==> config.mk <==
export PLATFORM = sky130hd
export DESIGN_NAME = norm_sequencer
export DESIGN_NICKNAME = d
export VERILOG_FILES = /design/src/rtl/norm_sequencer.sv
export SDC_FILE = /design/constraint.sdc
export NUM_CORES = 1
export LEC_CHECK = 0
export CAP_MARGIN = 5
export CORE_AREA = 2 2 48 45
export CTS_BUF_LIST = sky130_fd_sc_hd__clkbuf_2 sky130_fd_sc_hd__clkbuf_4 sky130_fd_sc_hd__clkbuf_8
export DETAILED_ROUTE_END_ITERATION = 16
export DIE_AREA = 0 0 50 47
export GPL_ROUTABILITY_DRIVEN = 1
export GPL_TIMING_DRIVEN = 0
export PLACE_DENSITY = 0.64
export RECOVER_POWER = 100
export SETUP_SLACK_MARGIN = 0.4
export SLEW_MARGIN = 20
export SYNTH_ARGS = -nofsm -noshare
export SYNTH_HDL_FRONTEND = slang
export SYNTH_SLANG_ARGS = --single-unit
==> constraint.sdc <==
create_clock -name clk -period 3.1 [get_ports clk]
set_input_delay 0.465 -clock clk [delete_from_list [all_inputs] [get_ports clk]]
set_output_delay 0.465 -clock clk [all_outputs]
set_load 0.03 [all_outputs]
==> src/rtl/norm_sequencer.sv <==
// ============================================================================
//  Module   : norm_sequencer
//  Purpose  : Per-core sequencer for the two-core row normalization pass
//             (read psum, accumulate, exchange sums, divide, write back).
//             Optional peer-wait watchdog enabled by macro NORM_SEQ_TIMEOUT_EN.
//  Revision : 1.0  initial release
// ============================================================================
`default_nettype none

module norm_sequencer #(
    parameter int ROW_BW      = 4,
    parameter int TIMEOUT_CYC = 255,
    parameter int TO_BW       = 8
) (
    input  logic              clk,
    input  logic              reset,
    input  logic              start,
    input  logic [ROW_BW-1:0] num_rows,
    input  logic              fifo_ext_empty,
    output logic              busy,
    output logic              done,
    output logic              err,
    output logic [ROW_BW-1:0] norm_mem_addr,
    output logic              norm_mem_rd,
    output logic              norm_mem_wr,
    output logic [1:0]        sfp_inst,
    output logic              wr_sum,
    output logic              fifo_ext_rd
);

    localparam logic [3:0] ST_IDLE  = 4'd0;
    localparam logic [3:0] ST_READ  = 4'd1;
    localparam logic [3:0] ST_ACC   = 4'd2;
    localparam logic [3:0] ST_SEND  = 4'd3;
    localparam logic [3:0] ST_WAIT  = 4'd4;
    localparam logic [3:0] ST_FETCH = 4'd5;
    localparam logic [3:0] ST_DIV   = 4'd6;
    localparam logic [3:0] ST_WRITE = 4'd7;
    localparam logic [3:0] ST_DONE  = 4'd8;

    localparam logic [1:0] SFP_IDLE = 2'b00;
    localparam logic [1:0] SFP_ACC  = 2'b01;
    localparam logic [1:0] SFP_DIV  = 2'b10;

    logic [3:0]        r_state;
    logic [3:0]        w_next_state;
    logic [ROW_BW-1:0] r_row;
    logic [ROW_BW-1:0] r_last;
    logic              r_err;
    logic              w_timeout_hit;
    logic              w_accept;

    assign w_accept = (r_state == ST_IDLE) && start;

    generate
        if (TIMEOUT_CYC < 1 || TIMEOUT_CYC > (2**TO_BW) - 1) begin : g_bad_timeout
            $error("norm_sequencer: TIMEOUT_CYC does not fit in TO_BW bits");
        end
    endgenerate

`ifdef NORM_SEQ_TIMEOUT_EN
    logic [TO_BW-1:0] r_wd_cnt;

    // Hit fires on the TIMEOUT_CYC-th consecutive empty WAIT cycle.
    assign w_timeout_hit = (r_state == ST_WAIT) && fifo_ext_empty &&
                           (r_wd_cnt == TO_BW'(TIMEOUT_CYC - 1));

    always_ff @(posedge clk) begin
        if (reset) begin
            r_wd_cnt <= '0;
        end else if ((r_state == ST_WAIT) && fifo_ext_empty && !w_timeout_hit) begin
            r_wd_cnt <= r_wd_cnt + 1'b1;
        end else begin
            r_wd_cnt <= '0;
        end
    end

    always_ff @(posedge clk) begin
        if (reset) begin
            r_err <= 1'b0;
        end else if (w_accept) begin
            r_err <= 1'b0;
        end else if (w_timeout_hit) begin
            r_err <= 1'b1;
        end
    end
`else
    assign w_timeout_hit = 1'b0;
    assign r_err         = 1'b0;
`endif

    always_ff @(posedge clk) begin
        if (reset) begin
            r_state <= ST_IDLE;
        end else begin
            r_state <= w_next_state;
        end
    end

    always_ff @(posedge clk) begin
        if (reset) begin
            r_row  <= '0;
            r_last <= '0;
        end else if (w_accept) begin
            r_row  <= '0;
            r_last <= num_rows;
        end else if ((r_state == ST_WRITE) && (r_row != r_last)) begin
            r_row  <= r_row + 1'b1;
        end
    end

    always_comb begin
        w_next_state = r_state;
        case (r_state)
            ST_IDLE:  w_next_state = start ? ST_READ : ST_IDLE;
            ST_READ:  w_next_state = ST_ACC;
            ST_ACC:   w_next_state = ST_SEND;
            ST_SEND:  w_next_state = ST_WAIT;
            ST_WAIT: begin
                if (w_timeout_hit) begin
                    w_next_state = ST_IDLE;
                end else if (!fifo_ext_empty) begin
                    w_next_state = ST_FETCH;
                end
            end
            ST_FETCH: w_next_state = ST_DIV;
            ST_DIV:   w_next_state = ST_WRITE;
            // Compare before increment so an all-ones last row never wraps.
            ST_WRITE: w_next_state = (r_row == r_last) ? ST_DONE : ST_READ;
            ST_DONE:  w_next_state = ST_IDLE;
            default:  w_next_state = ST_IDLE;
        endcase
    end

    always_comb begin
        norm_mem_rd   = 1'b0;
        norm_mem_wr   = 1'b0;
        wr_sum        = 1'b0;
        fifo_ext_rd   = 1'b0;
        sfp_inst      = SFP_IDLE;
        norm_mem_addr = '0;
        case (r_state)
            ST_READ: begin
                norm_mem_rd   = 1'b1;
                norm_mem_addr = r_row;
            end
            ST_ACC: begin
                sfp_inst      = SFP_ACC;
                norm_mem_addr = r_row;
            end
            ST_SEND: begin
                wr_sum        = 1'b1;
                norm_mem_addr = r_row;
            end
            ST_WAIT: begin
                norm_mem_addr = r_row;
            end
            ST_FETCH: begin
                fifo_ext_rd   = 1'b1;
                norm_mem_addr = r_row;
            end
            ST_DIV: begin
                sfp_inst      = SFP_DIV;
                norm_mem_addr = r_row;
            end
            ST_WRITE: begin
                norm_mem_wr   = 1'b1;
                norm_mem_addr = r_row;
            end
            default: begin
                norm_mem_addr = '0;
            end
        endcase
    end

    assign busy = (r_state != ST_IDLE);
    assign done = (r_state == ST_DONE);
    assign err  = r_err;

endmodule

`default_nettype wire

==> results_dict.tcl, run 1 <==
set metrics [dict create \
    place_hpwl_microns 981 \
    layout.cells.non_filler 126 \
    max_freq_mhz 376 \
    r2r_end "r_row[1]" \
    nNetsFinal 111 \
    critPathCapture "norm_mem_addr[1]" \
    r2r_cells 5 \
    die_h_microns 47 \
    maxSlewHeadroom_pct 52.9 \
    drt_pass1_iterations 4 \
    maxCapViolCount 0 \
    placed_area_sq_um 903 \
    endpoint_kind "output port" \
    rsz0062_at_grt "no" \
    hold_depth 2 \
    cp_data_required_time_ps 2630 \
    fin_skew_ps 3.42 \
    cp_slowest_cell "dlygate4sd3_1" \
    worst_slew_pin_slew_ps 697 \
    ios 21 \
    ys_warn_count 0 \
    post-route-period-util_pct 85.8 \
    power_density_mw_per_mm2 432 \
    outcome "finished clean" \
    synth_cell_types 29 \
    grt_use_total_pct 13.6 \
    synth_edf_count 0 \
    r2r-start "r_state[2]" \
    peakVddDrop_uv 290 \
    fill_cells 189 \
    dieArea_sq_mm 0.00235 \
    syn_nets 88 \
    drc 0 \
    slew_violations 0 \
    gp_congestion 0.734 \
    syn_area_per_cell_sq_um 8.76 \
    path_buf_inv 2 \
    hp-start "r_last[0]" \
    crit_chain "clkbuf_1, nor3_1, nor2_1, and2_2, dlygate4sd3_1" \
    overflow 0 \
    wirelength_mm 1.27 \
    finalSetupViolCount 0 \
    dieWidth_microns 50 \
    fin_crit_ps 2660 \
    grt_max_degree 11 \
    place_inst 122 \
    worstSetupPathType "reg2out" \
    max_stage_delay_ps 680 \
    vias 587 \
    startpoint "r_state[1]" \
    core_region_area_sq_mm 0.00186 \
    hold_path.class "reg2reg" \
    drtIter0Drc 6 \
    numCtsBuffers 3 \
    drtAntennaViolNets 0 \
    m1WireLength_microns 592 \
    wl_met2_microns 615 \
    clk_path_buf_depth 2 \
    cts_setup_buffers 0 \
    area_growth_pct 32.2 \
    cts_tree "done" \
    r2r_slack_ps 1520 \
    htreeDepth 1 \
    ctsHoldBuffers 0 \
    yosysSeqAreaShare_pct 34.7 \
    vias_per_cell 4.66 \
    antenna_found_initial 0 \
    routed.top_layer "met3" \
    grt_pass1_wl_mm 2.42 \
    ys_ff_latch 12 \
    cts.clk_slew.worst_paths_ps 80 \
    antenna_cells 0 \
    drive_gt1_share_pct 9.90 \
    fin_area_sq_um 915 \
    finalPower_mw 0.395 \
    p_leak_nw 0.425 \
    ys.flop_type "dfxtp_1" \
    async_flop_share_pct 0 \
    cts_resized 0 \
    crit_family "buffers and inverters" \
    clk_latency_ps 270 \
    cts_root_buffer "clkbuf_4" \
    wl_met3_microns 65 \
    cts_sinks 12 \
    grt_pass1_vias 570 \
    fin_setup_tns_ps 0 \
    rows 15 \
    syn-cell-area_sq_um 692 \
    cp.depth 5 \
    hold_viol 0 \
    cp_max_fo 10 \
    io_buffers 18 \
    wire_per_inst_microns 10.1 \
    fin_util_pct 49.2 \
    arrival_ps 2200 \
    initial_core_util_pct 37.2 \
    postSynthCellCount 79 \
    start_kind "flop" \
]
-- worst min-delay path by stage --
stage / end / slack [ps]
floorplan: r_last[0] / 490
global placement: r_last[0] / 500
detailed placement: r_last[0] / 510
CTS: r_last[0] / 530
global route: r_state[3] / 550
finish: r_last[0] / 530
-- Yosys cell counts, types with 2 or more instances --
cell type  count  area [sq um]
mux2i_1        5          50.1
a21o_1         2          15.0
nor3_1         9          45.0
buf_4          3          22.5
nand2b_1       3          18.8
inv_1          3          11.3
nor2_1        10          37.5
and2_1         2          12.5
a21oi_1        3          15.0
nand2_1        3          11.3
dfxtp_1       12           240
xnor2_1        6          52.6
nand3_1        2          10.0
-- per-layer routing --
| layer | GRT usage (%) | vias to the layer above |
|---|---|---|
| li1 | - | 311 |
| met1 | 15.5 | 260 |
| met2 | 24.7 | 16 |
| met3 | 5.73 | 0 |
| met4 | 1.67 | 0 |
| met5 | 0 | - |
-- cells by family after synthesis --
logic type               Yosys count  synth area share, %
XOR/XNOR                           7                 8.86
AO/OA/AOI/OAI                      6                 8.32
buffers and inverters              9                 6.69
other                              1                0.542
adder cells (fa/ha/maj)            1                 1.81
multiplexers                       5                 7.23
flip-flops                        12                 34.7
AND/OR/NAND/NOR                   38                 31.8
-- final cells by class --
| type | count | area (sq um) | area share (%) |
|---|---|---|---|
| multi-input cells | 58 | 382 | 41.7 |
| flip-flops and latches | 12 | 240 | 26.3 |
| repair buffers | 18 | 180 | 19.7 |
| clock buffers | 4 | 36.3 | 3.97 |
| plain buffers | 6 | 33.8 | 3.69 |
| well taps | 25 | 31.3 | 3.42 |
| inverters | 3 | 11.3 | 1.23 |
-- per-stage QoR --
stage / hold slack, ps / setup slack, ps
2_1_floorplan: 485 / 1220
3_3_place_gp: 501 / 912
3_5_place_dp: 511 / 897
4_1_cts: 531 / 587
5_1_grt: 551 / 276
6_report: 526 / 440
-- state kept, by name (all words and copies together) (netlist names) --
register  flops
r_state       4
r_last        4
r_row         4
-- power breakdown --
group,internal (mW),switching (mW)
clock network,0.0714,0.0531
logic,0.0435,0.0583
registers,0.163,0.00546
-- cells in the final DEF (no fill, tap or decap), drive strengths merged, types with 2 or more instances in the layout --
cell           instances
a21oi                  3
mux2i                  5
nor3                   9
nand2b                 3
and2                   3
inv                    3
nand3                  3
dfxtp                 12
buf                    4
clkdlybuf4s50          6
dlygate4sd3           12
nor2                  10
xnor2                  6
a21o                   2
nand2                  3
clkbuf                 6
-- worst register-to-register path, delay by kind of cell (launching register included) --
kind                   cells  cell delay [ps]
buffers and inverters      1              160
AOI/OAI and AO/OA          1              570
and+or+nand+nor            2              180
muxes                      1              260
DFF                        1              310
Note: power is estimated with default switching activity, not from simulation.
==> run 2: changes to the inputs <==
--- a/config.mk
+++ b/config.mk
@@ -10,9 +10,10 @@
 export CTS_BUF_LIST = sky130_fd_sc_hd__clkbuf_2 sky130_fd_sc_hd__clkbuf_4 sky130_fd_sc_hd__clkbuf_8
 export DETAILED_ROUTE_END_ITERATION = 16
 export DIE_AREA = 0 0 50 47
+export DONT_BUFFER_PORTS = 1
 export GPL_ROUTABILITY_DRIVEN = 1
 export GPL_TIMING_DRIVEN = 0
-export PLACE_DENSITY = 0.64
+export PLACE_DENSITY = 0.52
 export RECOVER_POWER = 100
 export SETUP_SLACK_MARGIN = 0.4
 export SLEW_MARGIN = 20
==> constraint.sdc (replaced) <==
create_clock -name clk -period 2.35 [get_ports clk]
set_input_delay 0.3525 -clock clk [delete_from_list [all_inputs] [get_ports clk]]
set_output_delay 0.3525 -clock clk [all_outputs]
set_load 0.03 [all_outputs]
==> run 2 against run 1 <==
Against the previous run: setup slack worse by 89 ps; combinational power is 13% higher; sequential share of layout area is 7.2 points higher; wire length is 9.1% higher; flip-flop and latch count stayed put; clock-buffer cell count is 1 lower; clock power hardly changed; utilization is 11 points lower; largest cell class unchanged; largest power group unchanged; highest routed layer is now met4.
==> results_dict.tcl, run 2 (synthesis results as in run 1) <==
set metrics [dict create \
    r2r_cells 5 \
    maxCapViolCount 0 \
    r2r_slack_ps 680 \
    cp_data_required_time_ps 2000 \
    wirelength_mm 1.39 \
    nNetsFinal 93 \
    vias 527 \
    grt_pass1_vias 526 \
    antenna_found_initial 0 \
    fin_crit_ps 2000 \
    startpoint "r_state[1]" \
    outcome "finished clean" \
    initial_core_util_pct 37.2 \
    reg_top3 "r_last x4, r_row x4, r_state x4" \
    dpl_worst_slack_ps 437 \
    power_density_mw_per_mm2 640 \
    r2r_end "r_row[1]" \
    htreeDepth 1 \
    clk_latency_ps 270 \
    cts.clk_slew.worst_paths_ps 70 \
    overflow 0 \
    finalSetupViolCount 0 \
    fin_area_sq_um 717 \
    ios 21 \
    max_freq_mhz 500 \
    ctsHoldBuffers 0 \
    clk_path_buf_depth 2 \
    start_kind "flop" \
    drtIter0Drc 6 \
    rsz0062_at_grt "yes" \
    grt_max_degree 11 \
    numCtsBuffers 3 \
    p_leak_nw 0.285 \
    cts_root_buffer "clkbuf_4" \
    dieArea_sq_mm 0.00235 \
    die_h_microns 47 \
    maxSlewHeadroom_pct 38.6 \
    placed_area_sq_um 723 \
    drtAntennaViolNets 0 \
    worstSetupPathType "reg2out" \
    worst_slew_pin_slew_ps 915 \
    grt_use_total_pct 13.5 \
    hold_ws_ps 236 \
    place_hpwl_microns 985 \
    core_region_area_sq_mm 0.00186 \
    peakVddDrop_uv 361 \
    slew_violations 0 \
    setup_slack_ps 351 \
    dieWidth_microns 50 \
    drc 0 \
    cts_setup_buffers 0 \
    layout.cells.non_filler 107 \
    layout.cells.most_common "dfxtp_1" \
    critPathCapture "norm_mem_addr[3]" \
    arrival_ps 1650 \
    fill_cells 184 \
    drt_pass1_iterations 2 \
    place_inst 104 \
    fin_setup_tns_ps 0 \
    cts_sinks 12 \
    cts_tree "done" \
    hold_path.class "in2reg" \
    rows 15 \
    hold_depth 2 \
    finalPower_mw 0.459 \
    io_buffers 0 \
    vias_per_cell 4.93 \
    hold_viol 0 \
    drive_gt1_share_pct 13.4 \
    fin_skew_ps 5.35 \
    gp_congestion 0.700 \
    grt_pass1_wl_mm 2.27 \
    antenna_cells 0 \
    wire_per_inst_microns 13.0 \
    fin_util_pct 38.6 \
    area_growth_pct 3.62 \
    r2r-start "r_state[2]" \
    cp_max_fo 10 \
    endpoint_kind "output port" \
    layout_common_cells "12 x dfxtp_1, 10 x nor2_1, 8 x nor3_1, 6 x xnor2_1, 5 x mux2i_1" \
    post-route-period-util_pct 85.1 \
]
## run 2: final cells by class
type                            count  area [sq um]  share of cell area (%)
Buffer                              6          35.0                    4.89
Clock buffer                        3          22.5                    3.14
Inverter                            3          11.3                    1.57
Multi-Input combinational cell     58           377                    52.5
Sequential cell                    12           240                    33.5
Tap cell                           25          31.3                    4.36
## run 2: timing repair
item	CTS	global route
gates cloned	0	0
setup endpoints to repair	6	8
gates resized for setup	4	2
## run 2: worst min-delay path by stage
stage / start / to / slack, ps
3_5_place_dp: num_rows[0] / r_last[0] / 510
2_1_floorplan: r_last[0] / r_last[0] / 490
4_1_cts: num_rows[0] / r_last[0] / 220
5_1_grt: num_rows[0] / r_last[0] / 220
6_report: num_rows[2] / r_last[2] / 240
3_3_place_gp: num_rows[3] / r_last[3] / 500
## run 2: critical path, stage by stage, from the launching register on
cell,delay (ps)
dfxtp_1,340
buf_2,220
nor3_1,120
nor3_1,700
## run 2: routing by layer
| metal | track usage (%) | vias up | share of wire, % |
|---|---|---|---|
| li1 | - | 272 | - |
| met1 | 14.3 | 240 | 50 |
| met2 | 24.2 | 13 | 45 |
| met3 | 5.10 | 2 | 3.5 |
| met4 | 6.67 | 0 | 0.86 |
| met5 | 0 | - | 0 |
## run 2: power by group
part	switching (mW)	internal [mW]
clock network	0.0642	0.0592
logic	0.0768	0.0377
registers	0.00611	0.215
